==> config.mk <==
export PLATFORM = sky130hd
export DESIGN_NAME = lutram_refill_flat
export DESIGN_NICKNAME = d
export VERILOG_FILES = /design/src/rtl/lutram_refill_pkg.sv /design/src/rtl/lutram_refill_if.sv /design/src/rtl/lutram_refill_ctr.sv /design/src/rtl/lutram_refill.sv /design/src/flat_wrapper.sv
export SDC_FILE = /design/constraint.sdc
export NUM_CORES = 1
export LEC_CHECK = 0
export BUFFER_PORTS_ARGS = -buffer_cell sky130_fd_sc_hd__buf_2
export CORE_ASPECT_RATIO = 1.5
export CORE_MARGIN = 2
export CORE_UTILIZATION = 28
export DETAILED_ROUTE_END_ITERATION = 10
export PLACE_DENSITY_LB_ADDON = 0.25
export SLEW_MARGIN = 25
export SYNTH_ARGS = -nofsm -noshare
export SYNTH_HDL_FRONTEND = slang
export SYNTH_SLANG_ARGS = --single-unit
==> constraint.sdc <==
create_clock -name clk -period 1.9 [get_ports clk]
set_input_delay 0.19 -clock clk [delete_from_list [all_inputs] [get_ports clk]]
set_output_delay 0.19 -clock clk [all_outputs]
set_load 0.005 [all_outputs]
==> src/rtl/lutram_refill_pkg.sv <==
`default_nettype none
//============================================================================
// Module      : refill_pkg
// Description : Shared types and default sizing for the LUTRAM line-refill
//               sequencer.
// Revision    : 1.0 - initial release
//============================================================================
package refill_pkg;

    localparam int WORDS_DEF = 16;
    localparam int DW_DEF    = 32;
    localparam int IW_DEF    = $clog2(WORDS_DEF);

    typedef enum logic [1:0] {
        ST_IDLE = 2'd0,
        ST_FILL = 2'd1,
        ST_DONE = 2'd2
    } state_t;

    typedef logic [IW_DEF-1:0] widx_t;

endpackage
`default_nettype wire

==> src/rtl/lutram_refill_if.sv <==
`default_nettype none
//============================================================================
// Module      : lutram_refill_if
// Description : Request, beat, LUTRAM write and status signals of the refill
//               sequencer. slave = sequencer, master = requester/bus/store.
// Revision    : 1.0 - initial release
//============================================================================
interface lutram_refill_if #(
    parameter int WORDS = 16,
    parameter int DW    = 32
);
    localparam int IW = $clog2(WORDS);

    logic              req_valid;
    logic              req_ready;
    logic [IW-1:0]     req_offset;
    logic              beat_valid;
    logic              beat_ready;
    logic [DW-1:0]     beat_data;
    logic              beat_last;
    logic [IW-1:0]     ram_addr;
    logic [DW/8-1:0]   ram_strobe;
    logic [DW-1:0]     ram_wdata;
    logic              busy;
    logic              done;
    logic              err;
    logic              crit_valid;
    logic [DW-1:0]     crit_data;

    modport slave (
        input  req_valid, req_offset, beat_valid, beat_data, beat_last,
        output req_ready, beat_ready, ram_addr, ram_strobe, ram_wdata,
               busy, done, err, crit_valid, crit_data
    );

    modport master (
        output req_valid, req_offset, beat_valid, beat_data, beat_last,
        input  req_ready, beat_ready, ram_addr, ram_strobe, ram_wdata,
               busy, done, err, crit_valid, crit_data
    );

endinterface
`default_nettype wire

==> src/rtl/lutram_refill_ctr.sv <==
`default_nettype none
//============================================================================
// Module      : lutram_refill_ctr
// Description : Base-offset latch and beat counter producing the wrapped
//               LUTRAM address plus first/terminal beat flags.
// Revision    : 1.0 - initial release
//============================================================================
module lutram_refill_ctr
    import refill_pkg::*;
#(
    parameter int WORDS = 16,
    parameter int IW    = $clog2(WORDS)
) (
    input  wire logic          clk,
    input  wire logic          resetn,
    input  wire logic          load,
    input  wire logic [IW-1:0] offset,
    input  wire logic          advance,
    output logic [IW-1:0]      addr,
    output logic               is_first,
    output logic               is_last
);

    logic [IW-1:0] r_base;
    logic [IW-1:0] r_cnt;

    always_ff @(posedge clk or negedge resetn) begin
        if (!resetn) begin
            r_base <= '0;
            r_cnt  <= '0;
        end else if (load) begin
            r_base <= offset;
            r_cnt  <= '0;
        end else if (advance) begin
            r_cnt  <= r_cnt + 1'b1;
        end
    end

    // IW-bit add wraps modulo WORDS because WORDS is a power of two
    assign addr     = r_base + r_cnt;
    assign is_first = (r_cnt == '0);
    assign is_last  = (r_cnt == IW'(WORDS - 1));

endmodule
`default_nettype wire

==> src/rtl/lutram_refill.sv <==
`default_nettype none
//============================================================================
// Module      : lutram_refill
// Description : Cache-line refill sequencer writing a bus burst into the
//               LUTRAM line store in critical-word-first wrapping order.
//               Define LUTRAM_REFILL_CRIT_FWD_EN to forward the critical word.
// Revision    : 1.0 - initial release
//============================================================================
module lutram_refill
    import refill_pkg::*;
#(
    parameter int WORDS = WORDS_DEF,
    parameter int DW    = DW_DEF
) (
    input  wire logic       clk,
    input  wire logic       resetn,
    lutram_refill_if.slave  bus
);

    localparam int IW = $clog2(WORDS);
    localparam int SW = DW / 8;

    state_t         r_state;
    state_t         w_state_next;
    logic           r_err;
    logic           w_load;
    logic           w_accept;
    logic           w_term;
    logic [IW-1:0]  w_ctr_addr;
    logic           w_ctr_first;
    logic           w_ctr_last;

    assign w_load   = (r_state == ST_IDLE) && bus.req_valid;
    assign w_accept = (r_state == ST_FILL) && bus.beat_valid;
    assign w_term   = w_accept && (w_ctr_last || bus.beat_last);

    lutram_refill_ctr #(
        .WORDS (WORDS),
        .IW    (IW)
    ) u_ctr (
        .clk      (clk),
        .resetn   (resetn),
        .load     (w_load),
        .offset   (bus.req_offset),
        .advance  (w_accept),
        .addr     (w_ctr_addr),
        .is_first (w_ctr_first),
        .is_last  (w_ctr_last)
    );

    always_ff @(posedge clk or negedge resetn) begin
        if (!resetn) begin
            r_state <= ST_IDLE;
        end else begin
            r_state <= w_state_next;
        end
    end

    always_comb begin
        w_state_next = r_state;
        case (r_state)
            ST_IDLE: if (bus.req_valid) w_state_next = ST_FILL;
            ST_FILL: if (w_term)        w_state_next = ST_DONE;
            ST_DONE:                    w_state_next = ST_IDLE;
            default:                    w_state_next = ST_IDLE;
        endcase
    end

    // Length error: the bus "last" flag and our own beat count disagree
    always_ff @(posedge clk or negedge resetn) begin
        if (!resetn) begin
            r_err <= 1'b0;
        end else if (w_load) begin
            r_err <= 1'b0;
        end else if (w_term) begin
            r_err <= (w_ctr_last != bus.beat_last);
        end
    end

    assign bus.req_ready  = (r_state == ST_IDLE);
    assign bus.beat_ready = (r_state == ST_FILL);
    assign bus.busy       = (r_state == ST_FILL) || (r_state == ST_DONE);
    assign bus.done       = (r_state == ST_DONE);
    assign bus.err        = (r_state == ST_DONE) && r_err;

    // Write port is a straight combinational pass of the accepted beat
    assign bus.ram_addr   = (r_state == ST_FILL) ? w_ctr_addr : '0;
    assign bus.ram_strobe = w_accept ? {SW{1'b1}} : '0;
    assign bus.ram_wdata  = w_accept ? bus.beat_data : '0;

`ifdef LUTRAM_REFILL_CRIT_FWD_EN
    logic          r_crit_valid;
    logic [DW-1:0] r_crit_data;

    always_ff @(posedge clk or negedge resetn) begin
        if (!resetn) begin
            r_crit_valid <= 1'b0;
            r_crit_data  <= '0;
        end else begin
            r_crit_valid <= w_accept && w_ctr_first;
            if (w_accept && w_ctr_first) begin
                r_crit_data <= bus.beat_data;
            end
        end
    end

    assign bus.crit_valid = r_crit_valid;
    assign bus.crit_data  = r_crit_data;
`else
    logic w_unused_first;
    assign w_unused_first = w_ctr_first;
    assign bus.crit_valid = 1'b0;
    assign bus.crit_data  = '0;
`endif

endmodule
`default_nettype wire

==> src/flat_wrapper.sv <==
// flat-port wrapper written by rule: the top's interface ports become plain ports
module lutram_refill_flat import refill_pkg::*;
#(
    parameter int WORDS = WORDS_DEF,
    parameter int DW    = DW_DEF
)
  (clk, resetn, bus_req_valid, bus_req_offset, bus_beat_valid, bus_beat_data, bus_beat_last, bus_req_ready, bus_beat_ready, bus_ram_addr, bus_ram_strobe, bus_ram_wdata, bus_busy, bus_done, bus_err, bus_crit_valid, bus_crit_data);
  lutram_refill_if #(.WORDS(WORDS), .DW(DW)) bus_i ();
  input  wire logic clk;
  input  wire logic resetn;
  input wire logic [$bits(bus_i.req_valid)-1:0] bus_req_valid;
  input wire logic [$bits(bus_i.req_offset)-1:0] bus_req_offset;
  input wire logic [$bits(bus_i.beat_valid)-1:0] bus_beat_valid;
  input wire logic [$bits(bus_i.beat_data)-1:0] bus_beat_data;
  input wire logic [$bits(bus_i.beat_last)-1:0] bus_beat_last;
  output wire logic [$bits(bus_i.req_ready)-1:0] bus_req_ready;
  output wire logic [$bits(bus_i.beat_ready)-1:0] bus_beat_ready;
  output wire logic [$bits(bus_i.ram_addr)-1:0] bus_ram_addr;
  output wire logic [$bits(bus_i.ram_strobe)-1:0] bus_ram_strobe;
  output wire logic [$bits(bus_i.ram_wdata)-1:0] bus_ram_wdata;
  output wire logic [$bits(bus_i.busy)-1:0] bus_busy;
  output wire logic [$bits(bus_i.done)-1:0] bus_done;
  output wire logic [$bits(bus_i.err)-1:0] bus_err;
  output wire logic [$bits(bus_i.crit_valid)-1:0] bus_crit_valid;
  output wire logic [$bits(bus_i.crit_data)-1:0] bus_crit_data;
  assign bus_i.req_valid = bus_req_valid;
  assign bus_i.req_offset = bus_req_offset;
  assign bus_i.beat_valid = bus_beat_valid;
  assign bus_i.beat_data = bus_beat_data;
  assign bus_i.beat_last = bus_beat_last;
  assign bus_req_ready = bus_i.req_ready;
  assign bus_beat_ready = bus_i.beat_ready;
  assign bus_ram_addr = bus_i.ram_addr;
  assign bus_ram_strobe = bus_i.ram_strobe;
  assign bus_ram_wdata = bus_i.ram_wdata;
  assign bus_busy = bus_i.busy;
  assign bus_done = bus_i.done;
  assign bus_err = bus_i.err;
  assign bus_crit_valid = bus_i.crit_valid;
  assign bus_crit_data = bus_i.crit_data;
  lutram_refill #(.WORDS(WORDS), .DW(DW)) u_core (.clk(clk), .resetn(resetn), .bus(bus_i));
endmodule
==> flow_metrics.py, run 1 <==
metrics = {
    "finish": {
        "fin_area_um2": 1590,
        "layout-drive-gt1-share_pct": 41.8,
        "area_delta_synth_final_pct": 31.7,
        "antenna_cells": 0,
        "final_nets": 285,
    },
    "synthesis": {
        "synth_cells": 152,
        "synth_ff_type": "dfrtp_1",
        "synth_area_leaders": "buf_4 (23%), dfrtp_1 (23%), and3_1 (16%), ha_1 (10%), nand2_1 (4.7%)",
        "syn_area_um2": 1210,
        "synth_cell_types": 25,
        "ys_ff_latch": 11,
        "ys_seq_area_share_pct": 22.8,
        "synth.largest_area_cell": "buf_4",
        "ys.warnings.count": 0,
        "synth_top_cell_area_share_pct": 23.0,
        "synthArstFlopShare_pct": 100,
        "synth_edf_count": 0,
        "avgSynthCellArea_um2": 7.96,
    },
    "drt": {
        "viasPerCell": 4.20,
        "wl_per_cell_um": 10.9,
        "drt-initial-drc-count": 28,
        "wirelength_um": 3040,
        "dr_total_vias": 1167,
        "drc": 0,
        "ant_nets": 0,
        "drtPass1Iterations": 4,
    },
    "worst_setup_path": {
        "required_ns": 1.71,
        "cp_max_fo": 4,
        "reg2reg_to": "u_core.r_state[0]",
        "rr_startpoint": "u_core.u_ctr.r_cnt[1]",
        "critPathLaunchType": "flip-flop",
        "criticalPathCategory": "reg2out",
        "cp-end-kind": "output port",
        "cp_data_arrival_time_ns": 1.60,
        "r2r_slack_ns": 0.16,
        "r2r_cells": 6,
    },
    "placed_design": {
        "gp_congestion": 0.704,
        "port_buffers": 85,
        "dp_hpwl_um": 2530,
        "place_area_um2": 1530,
    },
    "pwr": {
        "vdd_drop_max_mv": 0.544,
        "p_per_area_nw_per_um2": 993,
        "leakage_nw": 1.09,
    },
    "status": {
        "status": "finished, final reports clean",
    },
    "timing": {
        "final_hold_viol_count": 0,
        "tns_ns": 0,
        "rsz0062_at_grt": "false",
        "hold_slack_ns": 0.143,
        "skew_ns": 0.000909,
        "max_freq_mhz": 557,
        "finalCritPeriodShare_pct": 94.4,
        "slew_viol_final": 0,
        "setup_violations": 0,
        "period_needed_ns": 1.79,
    },
    "global_route": {
        "grt_pass1_wl_um": 4630,
        "overflow": 0,
        "groute.usage.overall_pct": 12.0,
        "grt_max_degree": 27,
        "grt_pass1_vias": 1029,
        "antenna_found_initial": 0,
    },
    "floorplanning": {
        "rows": 29,
        "fp.dieArea_um2": 4870,
        "dieHeight_um": 84.5,
        "initial_utilization_pct": 28.7,
        "core_um2": 4210,
        "io_pins": 119,
        "die_w_um": 57.7,
    },
    "clock_network": {
        "cts_buffers": 3,
        "clk_path_buf_depth": 2,
        "cts_num_sinks": 11,
        "clk_latency_ns": 0.23,
        "cts_root_buffer": "clkbuf_8",
        "h-tree-depth": 1,
        "clk_pin_slew_ns": 0.05,
        "cts_tree": "done",
    },
    "flow_run": {
        "drv_cap": 0,
    },
    "hold_path": {
        "whs_endpoint": "u_core.u_ctr.r_base[3]",
        "worstHoldStart": "bus_req_offset[3]",
        "hold_path_class": "in2reg",
        "whs_path_depth": 3,
    },
}
==> layout by cell type (no fill, tap or decap), types with 2 or more instances in the layout <==
master     n
buf_2     85
ha_1       9
buf_4      3
inv_1      5
and2_1     4
a21oi_1    6
clkbuf_8   3
o21ai_0    2
mux2_2     2
nand3_1    5
nor2_1     3
and3_1    30
conb_1    33
xnor2_1    2
nand2_1   15
xor2_1     2
and3_2     2
dfrtp_1   11
==> through the flow <==
stage	setup slack (ns)	util [%]	power (mW)	instances
after floorplan	0.285	-	1.05	184
after global placement	0.192	36.3	1.36	273
after detailed placement	0.169	36.3	1.36	273
after CTS	0.0796	37.6	1.61	278
after global routing	0.00409	37.9	1.77	278
final	0.106	37.9	1.58	278
==> synthesized netlist by cell type (3+ instances only) <==
library cell and n:
nand3_1 5, and2_1 4, dfrtp_1 11, nand2_1 15, inv_1 5, buf_4 37, and3_1 30, nor2_1 3
a21oi_1 6, ha_1 10, clkbuf_1 7
==> repair_timing <==
action	in CTS	in global routing
setup buffers	0	0
gates cloned	0	0
setup endpoints to repair	2	1
resized for setup	1	1
hold endpoints to repair	11	0
hold buffers	1	0
==> metal layers <==
layer | wire length [um] | GRT usage, %
met1 | 1050 | 11.7
met3 | 287 | 1.08
met5 | 0 | 0
met2 | 1700 | 25.0
met4 | 8 | 3.17
==> worst max path at each step <==
stage	startpoint	depth (start not counted)	end
5_1_grt	u_core.u_ctr.r_cnt[0]	5	bus_ram_addr[2]
2_1_floorplan	u_core.u_ctr.r_cnt[1]	6	u_core.r_state[0]
3_5_place_dp	u_core.u_ctr.r_cnt[1]	6	u_core.r_state[0]
3_3_place_gp	u_core.u_ctr.r_cnt[1]	6	u_core.r_state[0]
6_report	u_core.u_ctr.r_cnt[0]	5	bus_ram_addr[2]
4_1_cts	u_core.u_ctr.r_cnt[0]	5	bus_ram_addr[2]
==> cell type report <==
type                       count  area (um^2)
fill                         455         2620
multi-input combinational    123          739
timing repair buffer          89          458
sequential                    11          275
tap                           46         57.6
clock buffer                   4         45.0
inverter                       5         18.8
==> logic make-up after synthesis <==
kind of cell | share of synthesized area, %
buffers and inverters | 27.1
muxes | 1.86
DFF | 22.8
adders and majority gates | 12.0
other | 0.310
xor gates and xnor gates | 2.90
and+or+nand+nor | 29.2
AOI/OAI and AO/OA | 3.93
==> critical path, cell delays in order, from the launching register on <==
cell     delay, ns
dfrtp_1       0.42
ha_1          0.23
fa_1          0.38
xnor2_1       0.14
nor2_1        0.09
buf_2         0.12
==> power by group <==
part | internal [mW] | switching [mW]
logic | 0.460 | 0.477
clock network | 0.147 | 0.0811
registers | 0.325 | 0.0921
total | 0.933 | 0.650
==> sequential cells by signal, indices dropped and copies added (netlist names) <==
name                 count
u_core.u_ctr.r_base      4
u_core.r_err             1
u_core.u_ctr.r_cnt       4
u_core.r_state           2
Power figures use the tool's default switching activity.
==> run 2, diff against run 1 <==
--- a/config.mk
+++ b/config.mk
@@ -10,6 +10,7 @@
 export CORE_MARGIN = 2
 export CORE_UTILIZATION = 28
 export DETAILED_ROUTE_END_ITERATION = 10
+export MAX_ROUTING_LAYER = met4
 export PLACE_DENSITY_LB_ADDON = 0.25
 export SLEW_MARGIN = 25
 export SYNTH_ARGS = -nofsm -noshare
==> constraint.sdc (replaced) <==
create_clock -name clk -period 1.8 [get_ports clk]
set_input_delay 0.18 -clock clk [delete_from_list [all_inputs] [get_ports clk]]
set_output_delay 0.18 -clock clk [all_outputs]
set_load 0.005 [all_outputs]
==> flow_metrics.py, run 2 (synthesized netlist as in run 1, its figures left out) <==
metrics = {
    "finish": {
        "mostFrequentLayoutCells": "buf_2 (84), conb_1 (33), and3_1 (30), nand2_1 (15), dfrtp_1 (11)",
        "antenna_cells": 0,
        "layout_commonest_cell": "buf_2",
        "reg_top3": "u_core.u_ctr.r_base (4), u_core.u_ctr.r_cnt (4), u_core.r_state (2)",
        "final_nets": 289,
        "layout-drive-gt1-share_pct": 46.2,
        "area_delta_synth_final_pct": 39.0,
        "post-route-util_pct": 40.0,
    },
    "drt": {
        "drt-initial-drc-count": 38,
        "wirelength_um": 3070,
        "drtPass1Iterations": 3,
        "ant_nets": 0,
        "wl_per_cell_um": 10.9,
        "drc": 0,
        "dr_total_vias": 1197,
        "viasPerCell": 4.24,
    },
    "floorplanning": {
        "die_w_um": 57.7,
        "fp.dieArea_um2": 4870,
        "dieHeight_um": 84.5,
        "core_um2": 4210,
        "rows": 29,
        "io_pins": 119,
        "initial_utilization_pct": 28.7,
    },
    "placed_design": {
        "dp_hpwl_um": 2530,
        "gp_congestion": 0.697,
        "port_buffers": 85,
    },
    "timing": {
        "skew_ns": 0.00180,
        "tns_ns": 0,
        "hold_slack_ns": 0.134,
        "finalCritPeriodShare_pct": 99.3,
        "slew_viol_final": 0,
        "final_hold_viol_count": 0,
        "max_freq_mhz": 559,
        "period_needed_ns": 1.79,
        "rsz0062_at_grt": "true",
        "setup_violations": 0,
    },
    "clock_network": {
        "clk_latency_ns": 0.23,
        "cts_root_buffer": "clkbuf_8",
        "cts_tree": "done",
        "clk_path_buf_depth": 2,
        "cts_buffers": 3,
        "clk_pin_slew_ns": 0.05,
        "h-tree-depth": 1,
        "cts_num_sinks": 11,
    },
    "worst_setup_path": {
        "r2r_slack_ns": 0.14,
        "critical_path_buf_inv_count": 2,
        "r2r_cells": 7,
        "cp-end-kind": "output port",
        "cp_common_cell": "buf_6",
        "critPathLaunchType": "flip-flop",
        "path_cells": "buf_6, ha_4, fa_2, and2_4, buf_6",
        "slowest_delay_ns": 0.51,
        "slowest_stage": "fa_2",
        "cp_data_arrival_time_ns": 1.61,
        "reg2reg_to": "u_core.r_state[1]",
        "required_ns": 1.62,
        "cp_top_family": "adder cells",
        "cp_max_fo": 2,
        "rr_startpoint": "u_core.u_ctr.r_cnt[0]",
        "criticalPathCategory": "reg2out",
    },
    "hold_path": {
        "hold_path_class": "in2reg",
        "worstHoldStart": "bus_req_offset[1]",
        "whs_path_depth": 3,
        "whs_endpoint": "u_core.u_ctr.r_base[1]",
    },
    "global_route": {
        "grt_max_degree": 29,
        "antenna_found_initial": 0,
        "grt_pass1_vias": 1072,
        "grt_pass1_wl_um": 4770,
        "groute.usage.overall_pct": 12.7,
        "overflow": 0,
    },
    "pwr": {
        "vdd_drop_max_mv": 0.628,
        "leakage_nw": 1.11,
        "p_per_area_nw_per_um2": 1090,
    },
    "flow_run": {
        "drv_cap": 0,
    },
    "status": {
        "status": "finished, final reports clean",
    },
}
==> run 2: cell count changes in the layout (fill, tap and decap cells not counted), moves of 2 or more <==
cell / delta
a21oi_1: -3
ha_4: +2
buf_6: +3
a21oi_2: +3
ha_1: -3
buf_4: +2
==> run 2: worst max path at each step <==
stage / depth (start not counted) / end / start / slack, ns
floorplan: 6 / u_core.r_state[0] / u_core.u_ctr.r_cnt[1] / 0.18
finish: 5 / bus_ram_addr[1] / u_core.u_ctr.r_cnt[0] / 0.01
CTS: 5 / bus_ram_addr[1] / u_core.u_ctr.r_cnt[0] / 0.0009
global route: 5 / bus_ram_addr[1] / u_core.u_ctr.r_cnt[0] / -0.05
detailed placement: 6 / bus_ram_addr[2] / u_core.u_ctr.r_cnt[0] / 0.17
global placement: 6 / u_core.r_state[1] / u_core.u_ctr.r_cnt[0] / 0.19
==> run 2: through the flow <==
stage | cells | total power [mW] | area (um^2) | worst slack, ns
6_report | 282 | 1.84 | 1680 | 0.0123
5_1_grt | 282 | 2.04 | 1680 | -0.0467
4_1_cts | 282 | 1.77 | 1630 | 0.000880
3_5_place_dp | 275 | 1.46 | 1540 | 0.168
3_3_place_gp | 275 | 1.46 | 1540 | 0.190
2_1_floorplan | 184 | 1.10 | 1330 | 0.185
==> run 2: where the power goes <==
group	leakage, nW	total [mW]	switching [mW]	internal (mW)
logic	0.944	1.16	0.561	0.597
registers	0.142	0.439	0.0958	0.343
clock network	0.0228	0.238	0.0836	0.155
total	1.11	1.84	0.740	1.10
==> run 2: what timing repair did <==
action | in CTS | in global routing
endpoints found under the hold margin | 11 | 0
hold buffers | 1 | 0
endpoints found under the setup margin | 2 | 32
buffers inserted | 2 | 0
resized for setup | 4 | 10
pin swaps | 0 | 1
==> run 2: worst min-delay path, cell delays in order <==
cell	delay (ns)
buf_2	0.07
nand2_1	0.04
nand2_1	0.04
==> run 2: final cells by class <==
cell class              count  area [um^2]
clock buffers               4         45.0
fillers                   453         2530
inverters                   5         18.8
multi-input cells         123          783
flip-flops and latches     11          275
well taps                  46         57.6
repair buffers             93          502
==> run 2: per-layer routing <==
| metal | track usage, % | share of wire, % |
|---|---|---|
| met5 | - | 0 |
| met4 | 4.65 | 0.68 |
| met3 | 1.39 | 9.4 |
| met2 | 24.3 | 55 |
| met1 | 12.6 | 35 |
